===== src/rtl/alu_ctrl_stage_pkg.sv =====
// Shared definitions for the ALU/control stage: opcodes, ALU operation codes
// and the decoded control bundle.
package alu_ctrl_stage_pkg;

  localparam int unsigned OP_W    = 6;
  localparam int unsigned DATA_W  = 32;
  localparam int unsigned ALUOP_W = 3;

  localparam logic [OP_W-1:0] OP_ADD  = 6'b000000;
  localparam logic [OP_W-1:0] OP_ADDI = 6'b000001;
  localparam logic [OP_W-1:0] OP_SUB  = 6'b000010;
  localparam logic [OP_W-1:0] OP_ORI  = 6'b010000;
  localparam logic [OP_W-1:0] OP_AND  = 6'b010001;
  localparam logic [OP_W-1:0] OP_OR   = 6'b010010;
  localparam logic [OP_W-1:0] OP_MOVE = 6'b100000;
  localparam logic [OP_W-1:0] OP_SW   = 6'b100110;
  localparam logic [OP_W-1:0] OP_LW   = 6'b100111;
  localparam logic [OP_W-1:0] OP_BEQ  = 6'b110000;
  localparam logic [OP_W-1:0] OP_HALT = 6'b111111;

  typedef enum logic [ALUOP_W-1:0] {
    ALU_ADD  = 3'b000,
    ALU_SUB  = 3'b001,
    ALU_RSUB = 3'b010,
    ALU_OR   = 3'b011,
    ALU_AND  = 3'b100,
    ALU_ANDN = 3'b101,
    ALU_XOR  = 3'b110,
    ALU_XNOR = 3'b111
  } alu_op_e;

  // Opcode-only decode; PCSrc is derived later from is_beq and the ALU zero flag.
  typedef struct packed {
    logic    reg_wre;
    logic    pc_wre;
    logic    alu_src_b;
    logic    alu_m2reg;
    logic    reg_out;
    logic    data_mem_rw;
    logic    ext_sel;
    logic    is_beq;
    alu_op_e alu_op;
  } ctrl_t;

  localparam ctrl_t CTRL_NOP = '{
    reg_wre:     1'b0,
    pc_wre:      1'b1,
    alu_src_b:   1'b0,
    alu_m2reg:   1'b0,
    reg_out:     1'b0,
    data_mem_rw: 1'b0,
    ext_sel:     1'b0,
    is_beq:      1'b0,
    alu_op:      ALU_ADD
  };

endpackage


===== src/rtl/alu32.sv =====
// Combinational 32-bit ALU; arithmetic wraps modulo 2^32.
module alu32
  import alu_ctrl_stage_pkg::*;
(
  input  logic [DATA_W-1:0]  a,
  input  logic [DATA_W-1:0]  b,
  input  logic [ALUOP_W-1:0] s,
  output logic [DATA_W-1:0]  result,
  output logic               zero
);

  always_comb begin
    result = '0;
    case (s)
      ALU_ADD:  result = a + b;
      ALU_SUB:  result = a - b;
      ALU_RSUB: result = b - a;
      ALU_OR:   result = a | b;
      ALU_AND:  result = a & b;
      ALU_ANDN: result = ~a & b;
      ALU_XOR:  result = a ^ b;
      ALU_XNOR: result = ~(a ^ b);
      default:  result = '0;
    endcase
  end

  assign zero = (result == '0);

endmodule


===== src/rtl/alu_ctrl_stage.sv =====
// Single-cycle datapath slice: opcode decode, ALU with operand-B select,
// and a one-cycle result register.
module alu_ctrl_stage
  import alu_ctrl_stage_pkg::*;
(
  input  logic               clk,
  input  logic               Reset,
  input  logic [OP_W-1:0]    opcode,
  input  logic [DATA_W-1:0]  rs_data,
  input  logic [DATA_W-1:0]  rt_data,
  input  logic [DATA_W-1:0]  ext_out,
  output logic               RegWre,
  output logic               PCWre,
  output logic               ALUSrcB,
  output logic               ALUM2Reg,
  output logic               RegOut,
  output logic               DataMemRw,
  output logic               PCSrc,
  output logic               ExtSel,
  output logic               InsMemRW,
  output logic [ALUOP_W-1:0] ALUOp,
  output logic [DATA_W-1:0]  alu_result,
  output logic               zero,
  output logic [DATA_W-1:0]  alu_cache_data_out
);

  ctrl_t             w_ctrl;
  logic [DATA_W-1:0] w_op_b;
  logic [DATA_W-1:0] w_result;
  logic              w_zero;
  logic [DATA_W-1:0] r_cache;

  // Opcode decode; unlisted opcodes fall through as NOP.
  always_comb begin
    w_ctrl = CTRL_NOP;
    case (opcode)
      OP_ADD, OP_MOVE: begin
        w_ctrl.reg_wre = 1'b1;
        w_ctrl.reg_out = 1'b1;
      end
      OP_ADDI: begin
        w_ctrl.reg_wre   = 1'b1;
        w_ctrl.alu_src_b = 1'b1;
        w_ctrl.ext_sel   = 1'b1;
      end
      OP_SUB: begin
        w_ctrl.reg_wre = 1'b1;
        w_ctrl.reg_out = 1'b1;
        w_ctrl.alu_op  = ALU_SUB;
      end
      OP_ORI: begin
        w_ctrl.reg_wre   = 1'b1;
        w_ctrl.alu_src_b = 1'b1;
        w_ctrl.alu_op    = ALU_OR;
      end
      OP_AND: begin
        w_ctrl.reg_wre = 1'b1;
        w_ctrl.reg_out = 1'b1;
        w_ctrl.alu_op  = ALU_AND;
      end
      OP_OR: begin
        w_ctrl.reg_wre = 1'b1;
        w_ctrl.reg_out = 1'b1;
        w_ctrl.alu_op  = ALU_OR;
      end
      OP_SW: begin
        w_ctrl.alu_src_b   = 1'b1;
        w_ctrl.data_mem_rw = 1'b1;
        w_ctrl.ext_sel     = 1'b1;
      end
      OP_LW: begin
        w_ctrl.reg_wre   = 1'b1;
        w_ctrl.alu_src_b = 1'b1;
        w_ctrl.alu_m2reg = 1'b1;
        w_ctrl.ext_sel   = 1'b1;
      end
      OP_BEQ: begin
        w_ctrl.ext_sel = 1'b1;
        w_ctrl.is_beq  = 1'b1;
        w_ctrl.alu_op  = ALU_SUB;
      end
      OP_HALT: begin
        w_ctrl.pc_wre = 1'b0;
      end
      default: w_ctrl = CTRL_NOP;
    endcase
  end

  assign w_op_b = w_ctrl.alu_src_b ? ext_out : rt_data;

  alu32 u_alu (
    .a      (rs_data),
    .b      (w_op_b),
    .s      (w_ctrl.alu_op),
    .result (w_result),
    .zero   (w_zero)
  );

  // Result register: reset clears it, otherwise it reloads every edge.
  always_ff @(posedge clk) begin
    if (Reset) r_cache <= '0;
    else       r_cache <= w_result;
  end

  assign RegWre             = w_ctrl.reg_wre;
  assign PCWre              = w_ctrl.pc_wre;
  assign ALUSrcB            = w_ctrl.alu_src_b;
  assign ALUM2Reg           = w_ctrl.alu_m2reg;
  assign RegOut             = w_ctrl.reg_out;
  assign DataMemRw          = w_ctrl.data_mem_rw;
  assign ExtSel             = w_ctrl.ext_sel;
  assign PCSrc              = w_ctrl.is_beq & w_zero;
  assign InsMemRW           = 1'b1;
  assign ALUOp              = w_ctrl.alu_op;
  assign alu_result         = w_result;
  assign zero               = w_zero;
  assign alu_cache_data_out = r_cache;

endmodule


===== config.mk =====
export PLATFORM = sky130hd
export DESIGN_NAME = alu_ctrl_stage
export DESIGN_NICKNAME = d
export VERILOG_FILES = /design/src/rtl/alu_ctrl_stage_pkg.sv /design/src/rtl/alu32.sv /design/src/rtl/alu_ctrl_stage.sv
export SDC_FILE = /design/constraint.sdc
export NUM_CORES = 1
export LEC_CHECK = 0
export ABC_AREA = 1
export CAP_MARGIN = 20
export CORE_ASPECT_RATIO = 1.75
export CORE_UTILIZATION = 30
export CTS_CLUSTER_DIAMETER = 80
export DETAILED_ROUTE_END_ITERATION = 7
export GPL_TIMING_DRIVEN = 0
export SYNTH_ARGS = -nofsm -noshare
export SYNTH_HDL_FRONTEND = slang
export SYNTH_SLANG_ARGS = --single-unit

===== constraint.sdc =====
create_clock -name clk -period 6.97 [get_ports clk]
set_clock_uncertainty 0.2 [all_clocks]
set_input_delay 1.394 -clock clk [delete_from_list [all_inputs] [get_ports clk]]
set_output_delay 1.394 -clock clk [all_outputs]
set_load 0.05 [all_outputs]

==> impl_metrics.py, run 1 <==
metrics = {
    "global_route": {
        "first_global_vias": 10231,
        "grt_util_met3_pct": 0.867,
        "global_route.usage.met2_pct": 48.7,
        "grt_busiest_layer": "met2",
        "grt_overflow": 0,
        "groute.usage.overall_pct": 26.3,
        "grt_pass1_wl_mm": 56.1,
        "global_route.usage.met1_pct": 29.2,
        "grt_start_max_net_pins": 11,
        "antenna_found_initial": 0,
    },
    "placed_design": {
        "gp_congestion": 0.956,
        "placed_cells": 2143,
        "detailedPlacementHpwl_mm": 32.1,
        "buffer_ports.inserted": 179,
        "dpl-instance-area_sq_mm": 0.0106,
    },
    "power": {
        "clkPwrFrac_pct": 13.2,
        "sw_frac_of_total_pct": 54.8,
        "p_int_uw": 751,
        "reported_leakage_power_uw": 0.00631,
        "ir_worst_vdd_mv": 0.120,
        "power_frac_seq_pct": 13.1,
        "comb_power_share_pct": 73.7,
        "power.total_uw": 1660,
        "power-per-cell-area_mw_per_mm2": 147,
        "net-switching-power_uw": 912,
    },
    "clock_network": {
        "cts.clk_slew.worst_paths_ns": 0.05,
        "clk_path_buf_depth": 2,
        "clock_tree_from_tritoncts": "done",
        "cts_buffers": 5,
        "htree_levels": 2,
        "clockRootBuffer": "sky130_fd_sc_hd__clkbuf_16",
        "clock-sinks": 32,
    },
    "logic_synthesis": {
        "sequential_area_share_after_synthesis_pct": 7.69,
        "dominant_combinational_cell_family_by_area_after_synthesis": "simple AND/OR/NAND/NOR gates",
        "syn_avg_cell_area_sq_um": 5.22,
        "synthXorXnorAreaFrac_pct": 3.26,
        "postSynthCellCount": 1595,
        "synth-adder-area-share_pct": 14.9,
        "synthArstFlopShare_pct": 0,
        "synth.ff_latch_count": 32,
        "synth.net_count": 1797,
        "netlist-cell-type-count": 43,
        "synth_enable_flop_cells": 0,
        "yosysWarnings": 0,
        "netlist_area_sq_mm": 0.00833,
        "synthSimpleGateAreaFrac_pct": 47.3,
        "fraction_of_synthesized_area_in_multiplexers_pct": 0,
        "synth-main-ff-cell": "sky130_fd_sc_hd__dfxtp_1",
        "synth-compound-area-share_pct": 10.5,
    },
    "cells_and_area": {
        "areaGrowthSynthToFinish_pct": 36.1,
        "largest_register_ffs": 32,
        "final_area_sq_mm": 0.0113,
        "fin_nets": 2016,
        "layout.cells.most_common": "sky130_fd_sc_hd__nand2_1",
        "leading_cell_types_in_the_layout_fill_and_taps_excluded": "sky130_fd_sc_hd__nand2_1, sky130_fd_sc_hd__inv_1, sky130_fd_sc_hd__nor2_1, sky130_fd_sc_hd__clkdlybuf4s50_1, sky130_fd_sc_hd__nand3_1",
        "number_of_standard_cells_in_the_final_layout_excluding_fillers": 2184,
        "layout-drive-gt1-share_pct": 9.75,
        "num_antenna_cells": 0,
    },
    "die": {
        "io_pins": 181,
        "die-height_um": 222,
        "start_util_pct": 30.6,
        "die-area_sq_mm": 0.0285,
        "floorplan.die.width_um": 128,
        "row_count": 80,
        "placeableCoreArea_sq_mm": 0.0272,
    },
    "detailed_routing": {
        "postRouteAntennaNets": 0,
        "drt_iter0_markers": 655,
        "wl_per_cell_um": 17.1,
        "via_per_inst": 4.82,
        "post-route-drc-count": 0,
        "drt-total-wl_mm": 37.4,
        "detailroute.via_count": 10524,
        "pre_antenna_drt_iters": 5,
    },
    "critical_path": {
        "crit_arrival_ns": 5.52,
        "required_ns": 5.38,
        "timing.critical_path.slowest_cell_delay_ns": 0.38,
        "path_common_cell": "sky130_fd_sc_hd__nand2_1",
        "critPathCaptureType": "primary output",
        "timing.critical_path.slowest_stage_cell": "sky130_fd_sc_hd__ha_1",
        "critical_path_peak_fanout": 5,
        "timing_worst_setup_path_type": "primary input to primary output",
        "start_kind": "primary input",
    },
    "sta": {
        "max_freq_ghz": 0.141,
        "max-slew-margin-rel_pct": 47.7,
        "finalHoldWorstSlack_ns": 1.50,
        "layout_worst_path_cycle_share_pct": 102,
        "maxSlewViolCount": 0,
        "setup_viol": 2,
        "tightest_slew_ns": 0.784,
        "rsz_0062_raised_after_global_routing": "yes",
        "hold_violations": 0,
        "postLayoutSetupSlackWorst_ns": -0.146,
        "min_period_ns": 7.12,
        "totalNegativeSetupSlack_ns": -0.208,
    },
    "hold_path": {
        "worstHoldPathType": "primary input to flip-flop",
    },
    "flow_run": {
        "max_cap_viol_count": 0,
    },
    "status": {
        "status": "finished, violations left",
        "failed_checks": "setup timing",
    },
}
-- worst max-delay path: cells and delay by family --
family                   cells  cell delay, ns
adder cells (fa/ha/maj)      1            0.38
buffers and inverters        4            0.57
AND/OR/NAND/NOR             22            3.17
-- Yosys cell counts (5+ instances only) --
| library cell | instances | area (sq um) |
|---|---|---|
| sky130_fd_sc_hd__clkbuf_1 | 8 | 30.0 |
| sky130_fd_sc_hd__nand2_2 | 5 | 31.3 |
| sky130_fd_sc_hd__o21bai_1 | 9 | 67.6 |
| sky130_fd_sc_hd__dfxtp_1 | 32 | 641 |
| sky130_fd_sc_hd__a21oi_1 | 58 | 290 |
| sky130_fd_sc_hd__o21a_1 | 13 | 97.6 |
| sky130_fd_sc_hd__ha_1 | 96 | 1200 |
| sky130_fd_sc_hd__xor2_1 | 28 | 245 |
| sky130_fd_sc_hd__buf_2 | 8 | 40.0 |
| sky130_fd_sc_hd__nand3_1 | 137 | 686 |
| sky130_fd_sc_hd__nor4_1 | 9 | 56.3 |
| sky130_fd_sc_hd__nor3_1 | 21 | 105 |
| sky130_fd_sc_hd__nand3b_1 | 9 | 67.6 |
| sky130_fd_sc_hd__o21ai_0 | 48 | 240 |
| sky130_fd_sc_hd__nor2_1 | 189 | 709 |
| sky130_fd_sc_hd__or2_2 | 11 | 68.8 |
| sky130_fd_sc_hd__inv_1 | 322 | 1210 |
| sky130_fd_sc_hd__a31oi_1 | 11 | 68.8 |
| sky130_fd_sc_hd__nand4_1 | 26 | 163 |
| sky130_fd_sc_hd__nand2_1 | 502 | 1880 |
| sky130_fd_sc_hd__or2_1 | 5 | 31.3 |
-- power groups by stage --
stage,sequential (uW),combinational (uW),clock (uW)
finish,218,1230,219
global placement,221,1190,0
detailed placement,222,1190,0
CTS,218,1210,225
floorplan,323,688,0
global route,220,1330,227
-- metrics by stage --
| step | utilization [%] | setup slack [ns] |
|---|---|---|
| floorplan | - | 0.000557 |
| global placement | 38.9 | -1.70 |
| detailed placement | 38.9 | -1.74 |
| CTS | 40.9 | -0.225 |
| global route | 41.6 | -0.476 |
| finish | 41.6 | -0.146 |
-- metal layers --
layer,share of wire (%),wire [um]
met5,0,0
met3,3.5,1310
met1,39,14500
met4,6.8,2530
met2,51,19000
-- final timing paths --
| path | startpoint | to | slack [ns] | cells after the start |
|---|---|---|---|---|
| worst min-delay path | rs_data[0] | alu_cache_data_out[0] | 1.50 | 8 |
| worst max-delay path | rs_data[4] | PCSrc | -0.15 | 27 |
-- final cells by class --
class | instances | area, sq um
fill | 3135 | 15900
tap | 369 | 462
buffer | 24 | 179
clock buffer | 8 | 146
timing repair buffer | 212 | 2020
multi-input combinational | 1214 | 6660
sequential | 32 | 641
inverter | 325 | 1230
-- logic make-up after synthesis --
group / Yosys count
AO/OA/AOI/OAI: 154
adder cells (fa/ha/maj): 98
other: 1
XOR/XNOR: 31
AND/OR/NAND/NOR: 930
buffers and inverters: 349
flip-flops: 32
-- what timing repair did --
| item | CTS | global route |
|---|---|---|
| gates cloned | 1 | 0 |
| hold buffers | 0 | 0 |
| pin swaps | 28 | 21 |
| resized for setup | 140 | 77 |
| endpoints found under the setup margin | 28 | 26 |
| setup buffers | 18 | 14 |
Note: power is estimated with default switching activity, not from simulation.
==> run 2: changes to the inputs <==
- CTS_BUF_LIST: unset -> sky130_fd_sc_hd__clkbuf_4 sky130_fd_sc_hd__clkbuf_8
- PLACE_DENSITY: unset -> 0.62
==> run 2 against run 1 <==
Net effect:
- the run still ends with setup timing left
- critical path type unchanged
- first-iteration DRC count decreased by 3.1%
- sequential share of layout area down 0.066 points
- wire length down 1.5%
- via count increased by 0.26%
- core utilization grew 0.49 points
- count of clock-buffer cells in the layout decreased by 2
- global-route usage is 0.49 points lower
- final area increased by 1.2%
- final cell count fell by 0.18%
- fmax decreased by 0.18%
- critical endpoint unchanged
- combinational power about the same
==> impl_metrics.py, run 2 (synthesis results as in run 1) <==
metrics = {
    "status": {
        "status": "finished, violations left",
        "failed_checks": "setup timing",
    },
    "critical_path": {
        "path_common_cell": "sky130_fd_sc_hd__nand2_1",
        "timing.critical_path.slowest_stage_cell": "sky130_fd_sc_hd__nor4_4",
        "start_kind": "primary input",
        "critPathCaptureType": "primary output",
        "required_ns": 5.38,
        "timing.critical_path.slowest_cell_delay_ns": 0.31,
        "critical_path_peak_fanout": 4,
        "crit_arrival_ns": 5.53,
        "timing_worst_setup_path_type": "primary input to primary output",
    },
    "detailed_routing": {
        "detailroute.via_count": 10551,
        "drt-total-wl_mm": 36.8,
        "post-route-drc-count": 0,
        "via_per_inst": 4.84,
        "drt_iter0_markers": 635,
        "postRouteAntennaNets": 0,
        "pre_antenna_drt_iters": 5,
        "wl_per_cell_um": 16.9,
    },
    "clock_network": {
        "clock-sinks": 32,
        "clk_path_buf_depth": 2,
        "cts.clk_slew.worst_paths_ns": 0.07,
        "post_cts_hold_buffer_count": 0,
        "cts_buffers": 5,
        "clockRootBuffer": "sky130_fd_sc_hd__clkbuf_8",
        "htree_levels": 2,
        "clock_tree_from_tritoncts": "done",
    },
    "global_route": {
        "groute.usage.overall_pct": 25.8,
        "grt_start_max_net_pins": 11,
        "grt_overflow": 0,
        "antenna_found_initial": 0,
        "first_global_vias": 10338,
        "grt_pass1_wl_mm": 55.2,
    },
    "sta": {
        "hold_violations": 0,
        "tightest_slew_ns": 0.755,
        "maxSlewViolCount": 0,
        "rsz_0062_raised_after_global_routing": "yes",
        "finalHoldWorstSlack_ns": 1.38,
        "postLayoutSetupSlackWorst_ns": -0.158,
        "setup_viol": 2,
        "max-slew-margin-rel_pct": 49.7,
        "min_period_ns": 7.13,
        "layout_worst_path_cycle_share_pct": 102,
        "max_freq_ghz": 0.140,
    },
    "cells_and_area": {
        "layout-drive-gt1-share_pct": 11.6,
        "largest_register_ffs": 32,
        "fin_nets": 2012,
        "fillCellCount": 3047,
        "leading_cell_types_in_the_layout_fill_and_taps_excluded": "sky130_fd_sc_hd__nand2_1, sky130_fd_sc_hd__inv_1, sky130_fd_sc_hd__nor2_1, sky130_fd_sc_hd__clkdlybuf4s50_1, sky130_fd_sc_hd__nand3_1",
        "number_of_standard_cells_in_the_final_layout_excluding_fillers": 2180,
        "final_area_sq_mm": 0.0115,
        "num_antenna_cells": 0,
        "areaGrowthSynthToFinish_pct": 37.8,
        "layout.cells.most_common": "sky130_fd_sc_hd__nand2_1",
    },
    "die": {
        "row_count": 80,
        "die-height_um": 222,
        "floorplan.die.width_um": 128,
        "io_pins": 181,
        "die-area_sq_mm": 0.0285,
        "start_util_pct": 30.6,
        "placeableCoreArea_sq_mm": 0.0272,
    },
    "placed_design": {
        "dpl-instance-area_sq_mm": 0.0106,
        "buffer_ports.inserted": 179,
        "detailedPlacementHpwl_mm": 31.3,
        "gp_congestion": 0.980,
        "placed_cells": 2143,
    },
    "power": {
        "p_int_uw": 734,
        "power_frac_seq_pct": 13.2,
        "comb_power_share_pct": 76.0,
        "net-switching-power_uw": 917,
        "sw_frac_of_total_pct": 55.6,
        "reported_leakage_power_uw": 0.00632,
        "ir_worst_vdd_mv": 0.114,
        "power-per-cell-area_mw_per_mm2": 144,
        "clkPwrFrac_pct": 10.8,
    },
    "hold_path": {
        "worstHoldPathType": "primary input to flip-flop",
    },
    "flow_run": {
        "max_cap_viol_count": 0,
    },
}
[run 2: cell count changes in the layout (fill, tap and decap cells not counted), moves of 5 or more]
cell,delta
sky130_fd_sc_hd__nand2_1,-12
sky130_fd_sc_hd__nand2_2,+10
sky130_fd_sc_hd__nand3_1,-7
sky130_fd_sc_hd__nand3_2,+6
sky130_fd_sc_hd__clkbuf_16,-5
sky130_fd_sc_hd__clkbuf_8,+5
sky130_fd_sc_hd__clkdlybuf4s50_1,+5
[run 2: timing repair]
action	4_1_cts	5_1_grt
setup endpoints to repair	27	22
buffers inserted	18	10
gates resized for setup	177	81
pin swaps	40	25
cloned	1	0
[run 2: metrics by stage]
step / utilization [%] / total power, uW / TNS, ns / setup WS (ns)
after floorplan: - / 1010 / 0 / 0.000557
after global placement: 38.9 / 1400 / -18.15 / -1.66
after detailed placement: 38.9 / 1410 / -19.06 / -1.73
after CTS: 41.4 / 1630 / -0.299 / -0.140
after global routing: 42.1 / 1770 / -0.988 / -0.459
final: 42.1 / 1650 / -0.238 / -0.158
[run 2: cell type report]
type                    instances  area [sq um]  area share [%]
plain buffers                  24           191            1.67
clock buffers                   6          76.3           0.665
clock inverters                 2          35.0           0.305
inverters                     325          1230            10.7
multi-input cells            1214          6850            59.7
flip-flops and latches         32           641            5.58
well taps                     369           462            4.02
repair buffers                208          1990            17.4
[run 2: final timing paths]
kind	startpoint	to	slack, ns	cells after the start
worst max-delay path	rs_data[1]	PCSrc	-0.16	29
worst min-delay path	rs_data[0]	alu_cache_data_out[0]	1.38	7
[run 2: per-layer routing]
metal / vias up / track usage, % / wire length (um)
met5: - / 0 / 0
met4: 0 / 19.1 / 3020
met3: 108 / 0.771 / 1410
met2: 326 / 46.7 / 18200
met1: 4727 / 28.4 / 14100
li1: 5390 / - / -
[run 2: critical path: cells and delay by family]
family	cells	cell delay (ns)
AOI/OAI and AO/OA	4	0.69
buffers and inverters	4	0.53
adders and majority gates	2	0.39
and+or+nand+nor	19	2.50
[run 2: power groups by stage]
stage	clock, uW	sequential, uW	combinational (uW)
finish	178	218	1250
global route	189	220	1360
CTS	185	218	1230
detailed placement	0	222	1190
global placement	0	221	1180
floorplan	0	323	688
